[src/rtl/dmem_pkg.sv]
// Shared types and lane-steering helpers for the banked data memory.
package dmem_pkg;

    typedef enum logic [0:0] {StInit, StRun} state_e;

    typedef enum logic [2:0] {
        ErrNone,
        ErrBoth,
        ErrRange,
        ErrWrap,
        ErrAlign
    } err_cause_e;

    // Byte index within the word that bank b carries when the access starts at offset off.
    function automatic int unsigned lane_of(input int unsigned b, input int unsigned off,
                                            input int unsigned n);
        return (b + n - off) % n;
    endfunction

    // Bank that carries byte k of the word when the access starts at offset off.
    function automatic int unsigned bank_of(input int unsigned k, input int unsigned off,
                                            input int unsigned n);
        return (off + k) % n;
    endfunction

endpackage

[src/rtl/dmem_bank.sv]
// One byte-wide synchronous RAM bank with a single read/write port.
module dmem_bank #(
    parameter int unsigned ROWS = 256,
    parameter int unsigned RA_W = 8
) (
    input  logic            clk,
    input  logic            we,
    input  logic            re,
    input  logic [RA_W-1:0] addr,
    input  logic [7:0]      wdata,
    output logic [7:0]      rdata
);

    logic [7:0] mem [ROWS];

    always_ff @(posedge clk) begin
        if (we) begin
            mem[addr] <= wdata;
        end else if (re) begin
            rdata <= mem[addr];
        end
    end

endmodule

[src/rtl/data_memory_banked.sv]
// Byte-addressable data memory built from byte-wide banks; clears itself after reset,
// accepts one byte/word request per cycle and answers one cycle later.
module data_memory_banked
    import dmem_pkg::*;
#(
    parameter int unsigned DATA_W         = 16,
    parameter int unsigned ADDR_W         = 16,
    parameter int unsigned DEPTH          = 512,
    parameter int unsigned ALLOW_MISALIGN = 1
) (
    input  logic              clk,
    input  logic              rst,
    input  logic              dm_enable,
    input  logic              MemRead,
    input  logic              MemWrite,
    input  logic              byte_enable,
    input  logic              Mem_signed,
    input  logic [ADDR_W-1:0] address,
    input  logic [DATA_W-1:0] Data_in,
    output logic              ready,
    output logic              rsp_valid,
    output logic [DATA_W-1:0] Data_out,
    output logic              err,
    output logic              init_done
);

    localparam int unsigned BYTES = DATA_W / 8;
    localparam int unsigned ROWS  = DEPTH / BYTES;
    localparam int unsigned RA_W  = (ROWS > 1) ? $clog2(ROWS) : 1;
    localparam int unsigned OFF_W = (BYTES > 1) ? $clog2(BYTES) : 1;

    state_e            state_q;
    logic [RA_W-1:0]   cnt_q;
    logic              rd_pend_q;
    logic              pend_byte_q;
    logic              pend_signed_q;
    logic [OFF_W-1:0]  pend_off_q;
    logic [DATA_W-1:0] hold_q;

    logic [31:0]       addr_w;
    int unsigned       off_i;
    logic [RA_W-1:0]   row;
    err_cause_e        cause;
    logic              accept;
    logic              do_rd;
    logic              do_wr;
    logic [DATA_W-1:0] word;
    logic [7:0]        sel;

    logic [BYTES-1:0]  bank_we;
    logic [BYTES-1:0]  bank_re;
    logic [RA_W-1:0]   bank_addr  [BYTES];
    logic [7:0]        bank_wdata [BYTES];
    logic [7:0]        bank_rdata [BYTES];

    assign addr_w = 32'(address);
    assign off_i  = addr_w % BYTES;
    assign row    = RA_W'(addr_w / BYTES);

    assign ready  = (state_q == StRun) && dm_enable;
    assign accept = ready && (MemRead || MemWrite);

    always_comb begin
        cause = ErrNone;
        if (MemRead && MemWrite) begin
            cause = ErrBoth;
        end else if (addr_w >= DEPTH) begin
            cause = ErrRange;
        end else if (!byte_enable && (addr_w + BYTES - 1 >= DEPTH)) begin
            cause = ErrWrap;
        end else if (!byte_enable && ALLOW_MISALIGN == 0 && off_i != 0) begin
            cause = ErrAlign;
        end
    end

    assign do_rd = accept && (cause == ErrNone) && MemRead;
    assign do_wr = accept && (cause == ErrNone) && MemWrite;

    // Banks below the start offset hold the tail of a misaligned word on the next row.
    always_comb begin
        for (int unsigned b = 0; b < BYTES; b++) begin
            bank_addr[b]  = (b >= off_i) ? row : row + RA_W'(1);
            bank_wdata[b] = Data_in[8*lane_of(b, off_i, BYTES) +: 8];
            bank_we[b]    = do_wr && (!byte_enable || b == off_i);
            bank_re[b]    = do_rd;
            if (state_q == StInit) begin
                bank_addr[b]  = cnt_q;
                bank_wdata[b] = 8'h00;
                bank_we[b]    = 1'b1;
                bank_re[b]    = 1'b0;
            end
        end
    end

    for (genvar g = 0; g < BYTES; g++) begin : g_bank
        dmem_bank #(
            .ROWS (ROWS),
            .RA_W (RA_W)
        ) u_bank (
            .clk   (clk),
            .we    (bank_we[g]),
            .re    (bank_re[g]),
            .addr  (bank_addr[g]),
            .wdata (bank_wdata[g]),
            .rdata (bank_rdata[g])
        );
    end

    always_comb begin
        word = '0;
        for (int unsigned k = 0; k < BYTES; k++) begin
            word[8*k +: 8] = bank_rdata[bank_of(k, 32'(pend_off_q), BYTES)];
        end
        sel = bank_rdata[pend_off_q];
        if (pend_byte_q) begin
            word = {{(DATA_W-8){pend_signed_q & sel[7]}}, sel};
        end
    end

    // Bank outputs are live only in the response cycle; afterwards the held copy is shown.
    assign Data_out = rd_pend_q ? word : hold_q;

    always_ff @(posedge clk) begin
        if (rst) begin
            state_q       <= StInit;
            cnt_q         <= '0;
            rsp_valid     <= 1'b0;
            err           <= 1'b0;
            init_done     <= 1'b0;
            rd_pend_q     <= 1'b0;
            pend_byte_q   <= 1'b0;
            pend_signed_q <= 1'b0;
            pend_off_q    <= '0;
            hold_q        <= '0;
        end else begin
            rsp_valid <= accept;
            err       <= accept && (cause != ErrNone);
            rd_pend_q <= do_rd;
            if (do_rd) begin
                pend_byte_q   <= byte_enable;
                pend_signed_q <= Mem_signed;
                pend_off_q    <= OFF_W'(off_i);
            end
            if (rd_pend_q) begin
                hold_q <= word;
            end
            if (state_q == StInit) begin
                if (cnt_q == RA_W'(ROWS - 1)) begin
                    cnt_q     <= '0;
                    state_q   <= StRun;
                    init_done <= 1'b1;
                end else begin
                    cnt_q <= cnt_q + RA_W'(1);
                end
            end
        end
    end

endmodule

[config.mk]
export PLATFORM = sky130hd
export DESIGN_NAME = data_memory_banked
export DESIGN_NICKNAME = d
export VERILOG_FILES = /design/src/rtl/dmem_pkg.sv /design/src/rtl/dmem_bank.sv /design/src/rtl/data_memory_banked.sv
export SDC_FILE = /design/constraint.sdc
export NUM_CORES = 2
export LEC_CHECK = 0
export BUFFER_PORTS_ARGS = -buffer_cell sky130_fd_sc_hd__buf_2
export CAP_MARGIN = 10
export CELL_PAD_IN_SITES_DETAIL_PLACEMENT = 0
export CELL_PAD_IN_SITES_GLOBAL_PLACEMENT = 1
export CORE_ASPECT_RATIO = 1.2
export CORE_MARGIN = 10
export CORE_UTILIZATION = 50
export DETAILED_ROUTE_END_ITERATION = 8
export PLACE_DENSITY = 0.8
export SYNTH_ARGS = -nofsm -noshare
export SYNTH_HDL_FRONTEND = slang
export SYNTH_HIERARCHICAL = 1
export SYNTH_SLANG_ARGS = --single-unit
[constraint.sdc]
create_clock -name clk -period 13.3 [get_ports clk]
set_clock_uncertainty 0.2 [all_clocks]
set_input_delay 1.995 -clock clk [delete_from_list [all_inputs] [get_ports clk]]
set_output_delay 1.995 -clock clk [all_outputs]
set_load 0.05 [all_outputs]
==> results.cfg <==
[yosys]
synthDistinctLibCells = 41
yosysMostFrequentCell = edfxtp_1
synth_top_area_share_pct = 77.6
synthTopCellsByArea = edfxtp_1, mux4_2, a22oi_1
ys_async_sr_fraction_pct = 0
synthTopCellsByCount = edfxtp_1, mux4_2, a22oi_1, nor2_1, clkbuf_1
synth_edf_count = 4112
synth_top_area_cell = edfxtp_1
syn_avg_cell_area_um2 = 21.7
netlist_area_um2 = 159000
yosys_warnings = 6
netlist_instances = 7353
synth-seq-cells = 4144
ys.flop_type = edfxtp_1
synth_fp_nets = 7396
ys_seq_area_share_pct = 78.0

[final_layout]
fillers = 22600
fin_area_um2 = 177000
fin_nets = 7528
area_delta_synth_final_pct = 10.9
drive_above_1_share_pct = 24.4

[pwr]
p_leak_nw = 54.1
ir_worst_vdd_mv = 0.257
power.density_nw_per_um2 = 147

[placed_design]
gp_congestion = 0.830
dp_hpwl_um = 219000
io_buffers = 58
placed_cell_area_um2 = 165000

[grt]
grt_max_degree = 257
antenna_found_initial = 24
grt_pass1_vias = 78400
grt_overflow = 0
grtUsageTotal_pct = 21.6
grt_pass1_wl_um = 553000

[worst_setup_path]
startpoint_type = primary input
regToRegSetupSlack_ns = 6.39
worstSetupPathType = in -> reg
worstPathArrival_ns = 7.73
cp.required_ns = 13.69
crit_path_end_kind = flop
critical_path.max_fanout = 63

[clock_tree]
clk_latency_ns = 0.91
cts_hold_buf = 0
tritoncts = yes
cts_root_buffer = clkbuf_16
clkTransAtPathRegs_ns = 0.06
cts_resized = 0
cts_buffers = 362
htreeDepth = 5
clkSinkCount = 4144
post_cts_buffers = 0
cts_buffer_depth = 4

[routing]
via_per_inst = 6.47
drt_wl_total_um = 377000
drc_errors = 0
drtAntennaViolNets = 0
dr_total_vias = 77600
routedWlPerCell_um = 31.4
drt-initial-drc-count = 11000
drt_pre_antenna_iters = 8

[floorplan]
die_w_um = 535
num_rows = 226
fp.dieH_um = 638
coreArea_um2 = 316000
start_util_pct = 50.3
io_pins = 59
die-area_um2 = 341000

[min_path]
hp-class = reg -> reg

[sta]
worst-slew-pin-transition_ns = 1.47
fmax_ghz = 0.136
drv_slew = 0
setup_viol = 0
fin_crit_ns = 7.34
fin_crit_sh_pct = 55.2
slew-limit-headroom_pct = 2.32
rsz0062_at_grt = false
hold_violations = 0
finalSetupTns_ns = 0

[job]
max_cap_viol_count = 0

[status]
status = complete, no violations
[sequential cells by signal, indices dropped and copies added, names as in the netlist, 8 cells and up]
register / flops
cnt_q: 8
g_bank.u_bank/mem: 4096
g_bank.u_bank/rdata: 16
hold_q: 16
[worst max-delay path, stage by stage]
cell	delay [ns]
buf_2	0.58
mux2i_1	0.26
a21oi_4	0.21
buf_4	0.71
buf_4	0.84
buf_4	0.84
mux4_2	0.42
a22oi_1	0.27
a21oi_1	0.17
o41ai_1	1.03
nand4_1	0.19
[stage by stage]
stage          power (mW)  hold WS (ns)  instances  utilization [%]  setup slack [ns]
2_1_floorplan        15.3         0.249       7353                -              3.28
3_3_place_gp         15.6         0.258      11300             52.0              5.25
3_5_place_dp         15.7         0.266      11300             52.0              5.23
4_1_cts              26.2         0.286      12000             55.7              6.15
5_1_grt              26.7         0.335      12000             55.8              5.97
6_report             26.0         0.275      12000             55.8              5.96
[per-layer routing]
layer	up-vias	share of wire, %	global-route usage [%]	routed length, um
met5	-	0.016	0	62
met4	10	4.1	7.87	15400
met3	734	10	4.68	38700
met2	4340	48	34.2	182000
met1	41200	37	30.0	141000
li1	31300	-	-	-
[final timing paths]
kind                                  from                           to  cells after the start
worst min-delay path             init_done                    init_done                      2
worst min register to register   init_done                    init_done                      2
worst max register to register     state_q  g_bank[1].u_bank/mem[73][7]                      8
worst max-delay path            address[0]    g_bank[0].u_bank/rdata[7]                     11
[power breakdown]
group / leakage [nW] / total, mW / internal [mW] / switching [mW]
registers: 38.4 / 14.2 / 14.1 / 0.00536
clock network: 5.77 / 10.6 / 6.06 / 4.59
logic: 9.93 / 1.23 / 0.540 / 0.686
[cell families after synthesis]
family / Yosys count / share of synthesized area, %
multiplexers: 1067 / 14.8
XOR/XNOR: 12 / 0.0660
AND/OR/NAND/NOR: 776 / 2.07
flip-flops: 4144 / 78.0
adder cells (fa/ha/maj): 4 / 0.0314
buffers and inverters: 487 / 1.42
AO/OA/AOI/OAI: 863 / 3.70
[cell usage in the layout, fill, tap and decap left out, types with 37 or more instances in the layout]
| cell | Yosys | routed |
|---|---|---|
| nor2_1 | 512 | 494 |
| mux4_2 | 1024 | 1024 |
| bufinv_16 | 0 | 51 |
| a21oi_1 | 271 | 270 |
| nand2_1 | 73 | 64 |
| mux2i_1 | 37 | 37 |
| nor3_1 | 68 | 42 |
| clkbuf_1 | 286 | 56 |
| clkbuf_16 | 0 | 368 |
| edfxtp_1 | 4112 | 4112 |
| buf_2 | 77 | 74 |
| a22oi_1 | 512 | 512 |
| buf_4 | 41 | 146 |
| o41ai_1 | 64 | 45 |
| clkinv_1 | 0 | 69 |
| clkinv_2 | 0 | 69 |
[cell type report]
type | instances | area [um2] | share of cell area [%]
well taps | 4218 | 5280 | 2.99
repair buffers | 248 | 1950 | 1.10
diodes | 10 | 25.0 | 0.0142
inverters | 7 | 26.3 | 0.0149
clock buffers | 424 | 9420 | 5.33
flip-flops and latches | 4144 | 124000 | 70.3
clock inverters | 220 | 2410 | 1.37
multi-input cells | 2722 | 33400 | 18.9
No activity file was read; power rests on OpenSTA's default activity.
